==> src/rtl/snn_tdm_layer.sv <==
// Time-multiplexed fully-connected LIF spiking layer.
// One synapse is evaluated per clock; a start pulse runs one full timestep
// over all NOUT x NIN synapses and ends with a single-cycle done pulse.
module snn_tdm_layer #(
  parameter int unsigned NIN     = 4,
  parameter int unsigned NOUT    = 2,
  parameter int unsigned WW      = 8,
  parameter int unsigned VW      = 16,
  parameter int unsigned LEAK_SH = 3,
  parameter int unsigned REFRAC  = 2
) (
  input  logic                          clk,
  input  logic                          rst,
  input  logic                          start,
  input  logic [NIN-1:0]                in_spike,
  input  logic [VW-1:0]                 threshold,
  input  logic                          w_we,
  input  logic [$clog2(NIN*NOUT)-1:0]   w_addr,
  input  logic [WW-1:0]                 w_data,
  output logic                          busy,
  output logic                          done,
  output logic [NOUT-1:0]               out_spike
);

  localparam int unsigned NW = NIN * NOUT;
  localparam int unsigned KW = $clog2(NW);
  localparam int unsigned IW = (NIN > 1) ? $clog2(NIN) : 1;
  localparam int unsigned JW = (NOUT > 1) ? $clog2(NOUT) : 1;
  localparam int unsigned AW = WW + $clog2(NIN) + 1;
  localparam int unsigned XW = VW + 2;
  localparam int unsigned RW = (REFRAC > 0) ? $clog2(REFRAC + 1) : 1;

  // Saturation bounds of the membrane potential, expressed in the wide domain
  localparam logic signed [XW-1:0] VMAX = {3'b000, {(VW-1){1'b1}}};
  localparam logic signed [XW-1:0] VMIN = {3'b111, {(VW-1){1'b0}}};

  typedef enum logic [1:0] {
    IDLE = 2'd0,
    ACC  = 2'd1,
    FIRE = 2'd2
  } state_t;

  state_t state, state_n;

  logic [WW-1:0]        w_mem [NW];
  logic signed [VW-1:0] v     [NOUT];
  logic [RW-1:0]        rc    [NOUT];

  logic [NIN-1:0]        spk_l;
  logic signed [VW-1:0]  thr_l;
  logic signed [AW-1:0]  acc;
  logic [IW-1:0]         i_idx;
  logic [JW-1:0]         j_idx;
  logic [KW-1:0]         k_idx;
  logic [NOUT-1:0]       spk_vec;

  logic                  last_i;
  logic                  last_j;
  logic signed [WW-1:0]  w_cur;
  logic signed [AW-1:0]  acc_sum;
  logic signed [VW-1:0]  v_cur;
  logic [RW-1:0]         rc_cur;
  logic signed [XW-1:0]  vn_wide;
  logic signed [VW-1:0]  vn_sat;
  logic                  fire_now;
  logic [NOUT-1:0]       spk_next;
  logic                  addr_ok;

  // State register
  always_ff @(posedge clk) begin
    if (rst) state <= IDLE;
    else     state <= state_n;
  end

  // Next-state logic
  always_comb begin
    state_n = state;
    case (state)
      IDLE:    if (start) state_n = ACC;
      ACC:     if (last_i && last_j) state_n = FIRE;
      FIRE:    state_n = IDLE;
      default: state_n = IDLE;
    endcase
  end

  // Synapse accumulate and neuron update arithmetic for the current (j,i)
  always_comb begin
    last_i   = (i_idx == IW'(NIN - 1));
    last_j   = (j_idx == JW'(NOUT - 1));
    w_cur    = w_mem[k_idx];
    acc_sum  = spk_l[i_idx] ? (acc + AW'(w_cur)) : acc;
    v_cur    = v[j_idx];
    rc_cur   = rc[j_idx];
    vn_wide  = XW'(v_cur) - XW'(v_cur >>> LEAK_SH) + XW'(acc_sum);
    if (vn_wide > VMAX)      vn_sat = VW'(VMAX);
    else if (vn_wide < VMIN) vn_sat = VW'(VMIN);
    else                     vn_sat = VW'(vn_wide);
    fire_now = (rc_cur == '0) && (vn_sat >= thr_l);
    spk_next = spk_vec;
    spk_next[j_idx] = fire_now;
    addr_ok  = ({1'b0, w_addr} < (KW+1)'(NW));
  end

  // Weight memory, input latches, accumulator and per-neuron state
  always_ff @(posedge clk) begin
    if (rst) begin
      for (int unsigned n = 0; n < NW; n++)   w_mem[KW'(n)] <= '0;
      for (int unsigned n = 0; n < NOUT; n++) begin
        v[JW'(n)]  <= '0;
        rc[JW'(n)] <= '0;
      end
      spk_l   <= '0;
      thr_l   <= '0;
      acc     <= '0;
      i_idx   <= '0;
      j_idx   <= '0;
      k_idx   <= '0;
      spk_vec <= '0;
    end else begin
      if (state == IDLE && w_we && addr_ok) w_mem[w_addr] <= w_data;
      case (state)
        IDLE: begin
          if (start) begin
            spk_l <= in_spike;
            thr_l <= threshold;
            acc   <= '0;
            i_idx <= '0;
            j_idx <= '0;
            k_idx <= '0;
          end
        end
        ACC: begin
          k_idx <= k_idx + KW'(1);
          if (last_i) begin
            acc            <= '0;
            i_idx          <= '0;
            j_idx          <= j_idx + JW'(1);
            spk_vec[j_idx] <= fire_now;
            if (rc_cur != '0) begin
              v[j_idx]  <= '0;
              rc[j_idx] <= rc_cur - RW'(1);
            end else if (fire_now) begin
              v[j_idx]  <= '0;
              rc[j_idx] <= RW'(REFRAC);
            end else begin
              v[j_idx]  <= vn_sat;
            end
          end else begin
            acc   <= acc_sum;
            i_idx <= i_idx + IW'(1);
          end
        end
        default: ;
      endcase
    end
  end

  // Registered outputs; spike vector is committed as the FSM enters FIRE
  always_ff @(posedge clk) begin
    if (rst) begin
      busy      <= 1'b0;
      done      <= 1'b0;
      out_spike <= '0;
    end else begin
      busy <= (state_n != IDLE);
      done <= (state_n == FIRE);
      if (state == ACC && last_i && last_j) out_spike <= spk_next;
    end
  end

endmodule

==> config.mk <==
export PLATFORM = sky130hd
export DESIGN_NAME = snn_tdm_layer
export DESIGN_NICKNAME = d
export VERILOG_FILES = /design/src/rtl/snn_tdm_layer.sv
export SDC_FILE = /design/constraint.sdc
export NUM_CORES = 1
export LEC_CHECK = 0
export ABC_AREA = 1
export BUFFER_PORTS_ARGS = -buffer_cell sky130_fd_sc_hd__buf_2
export CORE_ASPECT_RATIO = 0.5
export CORE_MARGIN = 2
export CORE_UTILIZATION = 55
export CTS_CLUSTER_DIAMETER = 150
export DETAILED_ROUTE_END_ITERATION = 8
export PLACE_DENSITY = 0.72
export SLEW_MARGIN = 10
export SYNTH_ARGS = -nofsm -noshare
export SYNTH_HDL_FRONTEND = slang
export SYNTH_SLANG_ARGS = --single-unit
==> constraint.sdc <==
create_clock -name clk -period 9.2 [get_ports clk]
set_clock_uncertainty 0.2 [all_clocks]
set_input_delay 1.84 -clock clk [delete_from_list [all_inputs] [get_ports clk]]
set_output_delay 1.84 -clock clk [all_outputs]
set_load 0.02 [all_outputs]
== Word-level counts from Yosys, hierarchy flattened ==
Memories as Yosys holds them, arrays and structs flattened. A register that Yosys moved wholly into a read port is not among the register bits.
Index checks and enable logic that the tools add are counted.

* RAM bits: 100
* Logic and storage cells: 115
* Output and inout bits: 4
* Memories: 3
* Flip-flop bits (word level): 45

* Mux-type cells: 62
* Equal/unequal tests: 5
* Bitwise logic cells: 3
* Reduce and logical (&&, ||, !) cells: 18
* Magnitude comparators: 6
* Add/sub/neg operators: 7

{| class="wikitable"
|+ Memory list
! memory !! words !! width !! read ports !! clocked after memory_dff !! wr ports !! line !! RTL
|-
| w_mem || 8 || 8 || 1 || 1 || 8 || 45 || <nowiki>logic [WW-1:0] w_mem [NW];</nowiki>
|-
| v || 2 || 16 || 1 || 1 || 2 || 46 || <nowiki>logic signed [VW-1:0] v [NOUT];</nowiki>
|-
| rc || 2 || 2 || 1 || 1 || 2 || 47 || <nowiki>logic [RW-1:0] rc [NOUT];</nowiki>
|}

{| class="wikitable"
|+ Operator list
! cell !! count
|-
| $mux 16 || 5
|-
| $mux 1 || 35
|-
| $mux 11 || 3
|-
| $pmux 11 s2 || 1
|-
| $add 17x11->18 || 1
|-
| $gt 18x16->1 const B || 1
|-
| $lt 18x16->1 const B || 1
|-
| $sub 16x13->17 || 1
|-
| $ge 16x16->1 || 1
|-
| $reduce_or 16->1 || 1
|-
| $mux 2 || 6
|-
| $mux 3 || 4
|-
| $add 11x8->11 || 1
|-
| $mux 8 || 1
|-
| $pmux 2 s2 || 2
|-
| $reduce_or 8->1 || 1
|-
| $logic_and 1x1->1 || 6
|-
| $pmux 3 s2 || 1
|-
| $reduce_and 2->1 || 3
|-
| $reduce_bool 2->1 || 3
|-
| $eq 2x2->1 const B || 2
|-
| $logic_not 2->1 || 2
|-
| $ne 2x2->1 const B || 2
|-
| $add 3x1->3 const B || 1
|-
| other kinds (14) || 16
|}

== Longest topological paths before layout ==
Gate-level depths: netlist of the first run.

* Depth after elaboration: 19
* Mapped depth: 48
* Depth with buffers taken out: 47

== Worst setup path after synthesis of the first run ==
OpenSTA, ideal clock, no wires.

* Path type: flip-flop to flip-flop
* Start: register with a tool-made name
* End: memory v[0][13] (data pin)
* Period minus slack after synthesis: 6.288 ns
* Cell stages (with the launch flop): 39
* Library setup time: 0.139 ns
* Required time: 8.861 ns
* Data arrival time: 5.949 ns
* Setup slack: 2.912 ns
* Buffers on the path: 4
* Cell sequence: dfxtp_1 inv_1 buf_2 clkbuf_1 o21ai_0 a31oi_1 ha_1 fa_1 nand3_1 nand2_1 a21boi_0 o21bai_1 xor2_1 a21boi_0 fa_1 ha_1 a21oi_1 a21boi_2 [3 not listed] nand2_1 nand2_1 nand2_2 buf_6 nand2_1 ha_1 nand2_2 inv_1 nand2_1 nand2_1 a21oi_1 nand3_1 nand2_1 nand3_4 nor3b_4 buf_6 nand2_1 nor2_1

{| class="wikitable"
|+ RTL lines
! what !! line
|-
| to (decl) || 46
|}

==> metrics, run 1 <==
status complete, no violations; clock buffer depth 2; clock buffer count from CTS 17; Pleak ~0.0042 µW; Worst Path Arrival 8.16 ns; TNS Setup 0 ns; Post-Syn Instances 1,045; num ports 39; Syn Nets 1,145; max-capacitance violation count 0; count leader, synth nand2_1; WL/cell 15.58 µm; grt met2 use 44.13%; CP max FO 33; Vias/cell 5.409; Post-synth top cells 220 x nand2_1, 205 x nor2_1, 103 x inv_1; Pwr Density ~250 nW/µm²; Async S/R FF share, synth 0%; first-pass GRT wire length 33,470 µm; Pre-Repair DR Iteration Count 5; sequential share of power 31.9%; Routability Congestion slightly above 0.9; slew margin rel. 15.98%; Std-Cell Rows 32; type of the worst setup path register to register; Tcrit/Tclk final 88.23%; WP buf/inv 5; top_reg_cell synth edfxtp_1; HP Class register to register; Post-synth EDFFs 100; CP Launch Type register; clk root buf clkbuf_16; Pint around 1400 µW; gr ovfl total 0; largest cells by area after synthesis edfxtp_1 35%, dfxtp_1 11%, nand2_1 9.5%; CTS tree built; Initial Util a little under three fifths; CORE AREA between 15,000 and 20,000 µm²; most used routing layer met2; n_diodes 0; fin util between 60% and 70%; Max stage delay on crit path 0.61 ns; Comb pwr share 38.9%; HPWL Detailed 14,470 µm; vias in the first global route between 6,000 and 7,000; clock network fraction of total power 29.2%; pin count of the biggest net entering global routing 39; Ys Warns 0; Post-CTS Hold Fix Bufs 0; die width 181.6 µm; Die ar. 16,850 µm²; Power Total 2352 µW; Post-Syn Area between 8000 and 9000 µm²; Avg Cell Area, Syn 8.301 µm²; f_max between 100 and 150 MHz; grt met3 use around 4.2%; layout net count 1,172; GRT met1 Usage 32.76%; worst vdd ir approximately 0.14 mV; area grow syn2layout 10.01%; Antenna Nets Post-Route 0; placed inst area 8966 µm²; # DRC 0; Final Hold Fails 0; clk slew on worst S/H paths roughly 0.07 ns; GRT Total Usage 25.38%; # setup viols final 0; type of destination of the critical path register; # port buffers 38; Sinks on Clock Net 148; RSZ-0062 raised after global routing no; Worst path slowest cell nor3b_4; count of cell types in the netlist 45; Worst Max-Slew Pin Slew 1.256 ns; number of H-tree levels 4; final instance area 9543 µm²; switch share around two fifths; Via Count between 6,000 and 7,000; Net Switching 937.7 µW; Die Height 92.81 µm; register area share after synthesis 45.69%; final slew viol count 0; Final Critical Period 8.117 ns; Setup Buffers After CTS 0; WP data required just over 9 ns; Final Hold Slack 0.2640 ns; layout cell share with drive strength beyond 1 a little under a tenth; Total Wirelength 20,090 µm; number of register bits inferred by synthesis 148; Worst-Skew Late Latency between 0.4 and 0.5 ns; Top delay family on crit path simple AND/OR/NAND/NOR gates; DRT iter0 DRCs approximately 600; initial antenna violation count 0; CP most frequent cell nand2_1; count of cells resized by post-cts repair 0; Synth area leader edfxtp_1; Yosys top cell area share around 35%
==> area by class of cell <==
class | count | area, µm²
clock buffers | 17 | 425.4
clock inverters | 15 | 151.4
fillers | 1294 | 5872
inverters | 104 | 390.4
multi-input cells | 760 | 4144
flip-flops and latches | 148 | 3964
well taps | 204 | 255.2
repair buffers | 41 | 212.7
==> tightest hold or removal path: cells and delay by family, from the launching register on <==
family / cells / cell delay [ns]
flip-flops: 1 / 0.30
buffers and inverters: 1 / 0.06
AO/OA/AOI/OAI: 1 / 0.06
==> layer usage <==
layer | wire (µm) | vias up
met5 | 0 | -
met4 | 369 | 0
met3 | 1072 | 33
met2 | 9588 | 238
met1 | 9058 | 3207
li1 | - | 3494
==> worst paths after layout <==
kind,from,end,slack [ns],depth (start not counted)
hold / removal,thr_l[1]$_SDFFE_PP0P_,thr_l[1]$_SDFFE_PP0P_,0.26,2
setup / recovery,register,v[1][11]$_SDFFCE_PN0P_,1.08,37
setup reg to reg,register,v[1][11]$_SDFFCE_PN0P_,1.08,37
hold reg to reg,thr_l[1]$_SDFFE_PP0P_,thr_l[1]$_SDFFE_PP0P_,0.26,2
==> flip-flops by register name, summed over array words and instances, names as in the netlist, named ones only <==
register,cells
w_mem,64
v,32
thr_l,16
acc,11
rc,4
spk_l,4
k_idx,3
i_idx,2
out_spike,2
state,2
busy,1
done,1
j_idx,1
spk_vec,1
==> per-stage QoR <==
| step | instances | worst slack (ns) |
|---|---|---|
| finish | 1289 | 1.083 |
| global route | 1289 | 0.2473 |
| CTS | 1289 | 1.163 |
| detailed placement | 1257 | 1.280 |
| global placement | 1257 | 1.364 |
| floorplan | 1045 | 2.912 |
==> power groups by stage <==
stage | clock network [µW] | registers, µW | logic, µW
2_1_floorplan | 0 | 761 | 713
3_3_place_gp | 0 | 765 | 881
3_5_place_dp | 0 | 766 | 897
4_1_cts | 688 | 751 | 909
5_1_grt | 720 | 754 | 1040
6_report | 686 | 751 | 915
==> kinds of logic (layout without fill, tap and decap cells) <==
kind of cell | count (synthesis) | count (layout) | synth area share, %
AND/OR/NAND/NOR | 492 | 492 | 23.38
AO/OA/AOI/OAI | 178 | 178 | 10.98
flip-flops | 148 | 148 | 45.69
buffers and inverters | 137 | 177 | 6.534
adder cells (fa/ha/maj) | 65 | 65 | 10.76
XOR/XNOR | 19 | 19 | 1.918
multiplexers | 6 | 6 | 0.7356
==> cells in the final DEF (no fill, tap or decap), types with 2 or more instances in the layout <==
cell type	synthesis	routed
a21boi_0	3	3
a21o_1	2	2
a21oi_1	64	64
a31oi_1	7	7
and2_1	2	2
buf_2	2	38
buf_4	0	3
clkbuf_16	0	17
clkinv_8	0	2
dfxtp_1	48	48
edfxtp_1	100	100
fa_1	16	16
ha_1	49	49
inv_1	103	103
inv_6	0	7
inv_8	0	4
mux2_2	3	3
mux2i_1	3	3
nand2_1	220	220
nand2_2	11	11
nand3_1	35	35
nand3_2	2	2
nand4_1	3	3
nor2_1	205	205
nor2_2	2	2
nor2_4	2	2
o21ai_0	83	83
o21ai_1	2	2
o21bai_1	5	5
o22ai_1	7	7
or2_2	3	3
xnor2_1	8	8
xor2_1	11	11
No activity file was read; power rests on OpenSTA's default activity.
==> inputs of run 2 (changes only) <==
PLACE_DENSITY = 0.75   (was 0.72)
==> run 2 against run 1 <==
Wire length is 1.7% higher; power grew 2.0%; setup slack gained 0.059 ns; clock power grew 5.8%; sequential power increased by 0.7%; sequential share of layout area shrank 0.20 points; non-clock buffer count up 1; hold slack worse by 0.016 ns; cell area rose by 0.47%; die area unchanged; count of clock-buffer cells in the layout stayed put; utilization grew 0.29 points; largest cell class unchanged; largest power group unchanged; highest routed layer unchanged.
==> metrics, run 2 (synthesized netlist as in run 1, its figures left out) <==
status complete, no violations; HPWL Detailed 14,710 µm (+1.7%); max-capacitance violation count 0 (unchanged); Register-to-Register Path Depth 35 (-5.4%); Worst Max-Slew Pin Slew 1.216 ns (-0.03998 ns); # setup viols final 0 (unchanged); type of the worst setup path register to register; Tcrit/Tclk final 87.58% (-0.64 points); CP Launch Type register; Total Wirelength 20,430 µm (+1.7%); pin count of the biggest net entering global routing 39 (unchanged); vias in the first global route 6,802 (-0.79%); min setup slack post-route 1.142 ns (+0.05930 ns); Worst-Skew Late Latency 0.43 ns (about the same); fillcell total 1,280 (-1.1%); first-pass GRT wire length 33,600 µm (+0.39%); Worst path slowest cell nor3b_4; WP data required 9.26 ns (about the same); WL/cell 15.84 µm (+1.6%); type of destination of the critical path register; commonest non-fill, non-tap cell in the layout nand2_1; Via Count 7,060 (+1.3%); slew margin rel. 18.66% (+2.7 points); DP Worst Slack 1.288 ns (+0.007600 ns); Initial Util 56.27% (unchanged); Sinks on Clock Net 148 (unchanged); f_max 124.1 MHz (+0.74%); number of H-tree levels 4 (unchanged); n_diodes 0 (unchanged); cell count of the worst hold path 1 (-1); Final Hold Fails 0 (unchanged); Die Height 92.81 µm (unchanged); num ports 39 (unchanged); Die ar. 16,850 µm² (unchanged); clk root buf clkbuf_16; gr ovfl total 0 (unchanged); Antenna Nets Post-Route 0 (unchanged); Max stage delay on crit path 0.62 ns (about the same); Worst Path Arrival 8.12 ns (-0.04 ns); HP Class register to register; post-route insts no fill 1,290 (+0.078%); layout cell share with drive strength beyond 1 9.669% (+0.083 points); Pwr Density 250.3 nW/µm² (+1.6%); Pleak 0.004238 µW (+0.47%); final slew viol count 0 (unchanged); Top reg by flops w_mem; GRT Total Usage 25.77% (+0.39 points); initial antenna violation count 0 (unchanged); top flop regs w_mem: 64 flops, v: 32 flops, thr_l: 16 flops; clk slew on worst S/H paths 0.06 ns (about the same); clock buffer count from CTS 17 (unchanged); area grow syn2layout 10.53%; commonest cells after routing, fill and taps aside 220 x nand2_1, 205 x nor2_1, 103 x inv_1, 100 x edfxtp_1, 83 x o21ai_0; TNS Setup 0 ns (unchanged); worst vdd ir 0.1210 mV (-11%); Std-Cell Rows 32 (unchanged); Final Critical Period 8.058 ns (-0.05930 ns); count of cells resized by post-cts repair 0 (unchanged); CP most frequent cell nand2_1; CORE AREA 15,410 µm² (unchanged); Largest register FFs 64 (unchanged); Post-CTS Hold Fix Bufs 0 (unchanged); Vias/cell 5.473 (+1.2%); die width 181.6 µm (unchanged); Placed Cells 1,258 (+0.080%); # DRC 0 (unchanged); CTS tree built; CP max FO 33 (unchanged); layout net count 1,173 (+0.085%); DRT iter0 DRCs 783 (+34%); # port buffers 38 (unchanged); Setup Buffers After CTS 0 (unchanged); Pre-Repair DR Iteration Count 5 (unchanged); clock buffer depth 2 (unchanged); RSZ-0062 raised after global routing no; Routability Congestion 0.9006 (-3.0%)
## run 2: cell count changes in the layout (fill, tap and decap cells not counted), sizes merged
cell    delta
inv        -3
bufinv     +2
buf        +1
clkinv     +1
## run 2: worst max-delay path, delay by kind of cell (launching register included)
kind	cells	cell delay, ns
and+or+nand+nor	18	2.86
AOI/OAI and AO/OA	9	2.07
adders and majority gates	4	1.55
buffers and inverters	4	0.90
DFF	1	0.30
## run 2: path summary, 6_finish.rpt
kind	startpoint	endpoint	slack, ns
setup reg to reg	register	v[0][4]$_SDFFCE_PN0P_	1.14
hold reg to reg	k_idx[2]$_SDFFE_PP0P_	register	0.25
hold / removal	k_idx[2]$_SDFFE_PP0P_	register	0.25
setup / recovery	register	v[0][4]$_SDFFCE_PN0P_	1.14
## run 2: layout make-up
cell class | count | area (µm²) | area share, %
Multi-Input combinational cell | 760 | 4144 | 43.22
Sequential cell | 148 | 3964 | 41.34
Clock buffer | 17 | 425.4 | 4.437
Inverter | 104 | 390.4 | 4.072
Tap cell | 204 | 255.2 | 2.662
Timing Repair Buffer | 42 | 220.2 | 2.297
Clock inverter | 15 | 188.9 | 1.971
## run 2: report_power, final
| part | internal, µW | switching [µW] | total (µW) | leakage (µW) |
|---|---|---|---|---|
| combinational | 315 | 603 | 918 | 0.00252 |
| sequential | 739 | 17.3 | 756 | 0.00142 |
| clock | 413 | 312 | 726 | 0.000296 |
| total | 1470 | 933 | 2400 | 0.00424 |
## run 2: per-stage QoR
| step | total power (µW) | hold WS [ns] | area [µm²] | util [%] |
|---|---|---|---|---|
| after floorplan | 1473 | 0.2191 | 8675 | - |
| after global placement | 1646 | 0.2374 | 8974 | 58.21 |
| after detailed placement | 1662 | 0.2395 | 8974 | 58.21 |
| after CTS | 2400 | 0.2492 | 9588 | 62.20 |
| after global routing | 2553 | 0.2781 | 9588 | 62.20 |
| final | 2400 | 0.2479 | 9588 | 62.20 |
## run 2: routing by layer
metal / routed length [µm] / global-route usage [%]
met5: 0 / 0
met4: 510 / 9.688
met3: 1463 / 4.994
met2: 9583 / 43.93
met1: 8872 / 32.94
==> inputs of run 3 (changes only) <==
CTS_CLUSTER_DIAMETER = 80   (was 150)
PLACE_DENSITY = 0.78   (was 0.75)
clock period = 7.4 ns   (was 9.2 ns; I/O delays follow)
==> run 3 against run 2 <==
Sequential power is 24% higher; sequential share of layout area is 0.12 points lower; global-route usage is 0.85 points lower; combinational power is 27% higher; maximum frequency is 18% higher; die area stayed put; count of clock-buffer cells in the layout stayed put.
==> metrics, run 3 (synthesized netlist as in run 1, its figures left out) <==
Worst-Skew Late Latency 0.42 ns (about the same); Std-Cell Rows 32 (unchanged); final slew viol count 0 (unchanged); GRT Total Usage 24.92% (-0.85 points); num ports 39 (unchanged); Max stage delay on crit path 0.50 ns (-0.12 ns); first-pass GRT wire length 32,730 µm (-2.6%); hold_sp k_idx[2]$_SDFFE_PP0P_; area grow syn2layout 10.85%; type of the worst setup path register to register; Total Wirelength 19,780 µm (-3.2%); gr ovfl total 0 (unchanged); Top Layer Used met4; Setup Buffers After CTS 0 (unchanged); met3 WL 1088 µm (-26%); Worst path slowest cell fa_1; Largest register FFs 64 (unchanged); clk slew on worst S/H paths 0.07 ns (about the same); die width 181.6 µm (unchanged); Sinks on Clock Net 148 (unchanged); WL/cell 15.28 µm (-3.5%); status complete, no violations; clock buffer count from CTS 17 (unchanged); n_diodes 0 (unchanged); Antenna Nets Post-Route 0 (unchanged); CTS tree built; Initial Util 56.27% (unchanged); CP most frequent cell nand2_1; Worst Max-Slew Pin Slew 1.153 ns (-0.06231 ns); Pwr Density 304.9 nW/µm² (+22%); DP Worst Slack 0.1827 ns (-1.105 ns); TNS Setup 0 ns (unchanged); DRT iter0 DRCs 572 (-27%); f_max 146.1 MHz (+18%); CORE AREA 15,410 µm² (unchanged); Post-CTS Hold Fix Bufs 0 (unchanged); initial antenna violation count 0 (unchanged); HP Class register to register; final instance area 9615 µm² (+0.29%); commonest non-fill, non-tap cell in the layout nand2_1; Die ar. 16,850 µm² (unchanged); count of cells resized by post-cts repair 0 (unchanged); clock buffer depth 2 (unchanged); worst vdd ir 0.1553 mV (+28%); pin count of the biggest net entering global routing 39 (unchanged); number of H-tree levels 4 (unchanged); Routability Congestion 0.9756 (+8.3%); Die Height 92.81 µm (unchanged); Pre-Repair DR Iteration Count 5 (unchanged); top flop regs w_mem: 64 flops, v: 32 flops, thr_l: 16 flops; Via Count 7,001 (-0.84%); HPWL Detailed 14,490 µm (-1.5%); Final Hold Fails 0 (unchanged); slew margin rel. 22.83% (+4.2 points); Vias/cell 5.406 (-1.2%); # setup viols final 0 (unchanged); layout cell share with drive strength beyond 1 10.72% (+1.1 points); WL met1 8835 µm (-0.42%); layout net count 1,178 (+0.43%); Top reg by flops w_mem; # port buffers 38 (unchanged); commonest cells after routing, fill and taps aside 219 x nand2_1, 205 x nor2_1, 102 x inv_1, 100 x edfxtp_1, 79 x o21ai_0; Final Critical Period 6.846 ns (-1.212 ns); max-capacitance violation count 0 (unchanged); CP max FO 16 (-52%); # DRC 0 (unchanged); type of destination of the critical path register; placed inst area 9011 µm² (+0.42%); WP data required 7.48 ns (-1.78 ns); routed wl met2 9411 µm (-1.8%); Tcrit/Tclk final 92.51% (+4.9 points); clk root buf clkbuf_16; min setup slack post-route 0.5542 ns (-0.5880 ns); CP Launch Type register; Worst Path Arrival 6.92 ns (-1.20 ns); Pleak 0.004247 µW (+0.22%); vias in the first global route 6,822 (+0.29%); Power Total 2931 µW (+22%); fillcell total 1,296 (+1.3%)
## run 3: cell count changes in the layout (fill, tap and decap cells not counted), moves of 2 or more
cell,delta
bufinv_16,-2
a21boi_1,+2
o21ai_0,-4
nand2_4,+2
a21oi_2,+5
buf_4,+4
o21ai_1,+3
inv_6,+3
a21boi_0,-2
a21oi_1,-5
## run 3: routing by layer
metal	global-route usage, %	vias to the layer above
li1	-	3511
met5	0	-
met1	31.45	3233
met2	43.23	222
met4	8.875	0
met3	4.797	35
## run 3: worst paths after layout
check             slack, ns               endpoint  cells past startpoint
setup / recovery       0.55  v[1][5]$_SDFFCE_PN0P_                     39
hold / removal         0.26               register                      1
setup reg to reg       0.55  v[1][5]$_SDFFCE_PN0P_                     39
hold reg to reg        0.26               register                      1
## run 3: power breakdown
group	leakage, µW	switching, µW	internal [µW]	total (µW)
Combinational	0.00255	765	401	1170
Clock	0.000272	384	444	828
Sequential	0.00142	18.8	918	937
Total	0.00425	1170	1760	2930
## run 3: final cells by class
cell class              count  area [µm²]  area share, %
multi-input cells         760        4179          43.46
flip-flops and latches    148        3964          41.22
inverters                 104       394.1          4.099
clock inverters            15       136.4          1.418
well taps                 204       255.2          2.655
clock buffers              17       425.4          4.424
repair buffers             47       261.5          2.720
## run 3: per-stage QoR
step,hold slack (ns),std cells,util [%]
2_1_floorplan,0.2191,1045,-
3_3_place_gp,0.2418,1263,58.46
3_5_place_dp,0.2461,1263,58.46
4_1_cts,0.2588,1295,62.10
5_1_grt,0.2972,1295,62.38
6_report,0.2605,1295,62.38
## run 3: worst max-delay path: cells and delay by family (launching register included)
| kind | cells | cell delay (ns) |
|---|---|---|
| AND/OR/NAND/NOR | 23 | 2.48 |
| adder cells (fa/ha/maj) | 5 | 1.92 |
| AO/OA/AOI/OAI | 7 | 0.92 |
| buffers and inverters | 3 | 0.57 |
| flip-flops | 1 | 0.39 |
| XOR/XNOR | 1 | 0.20 |
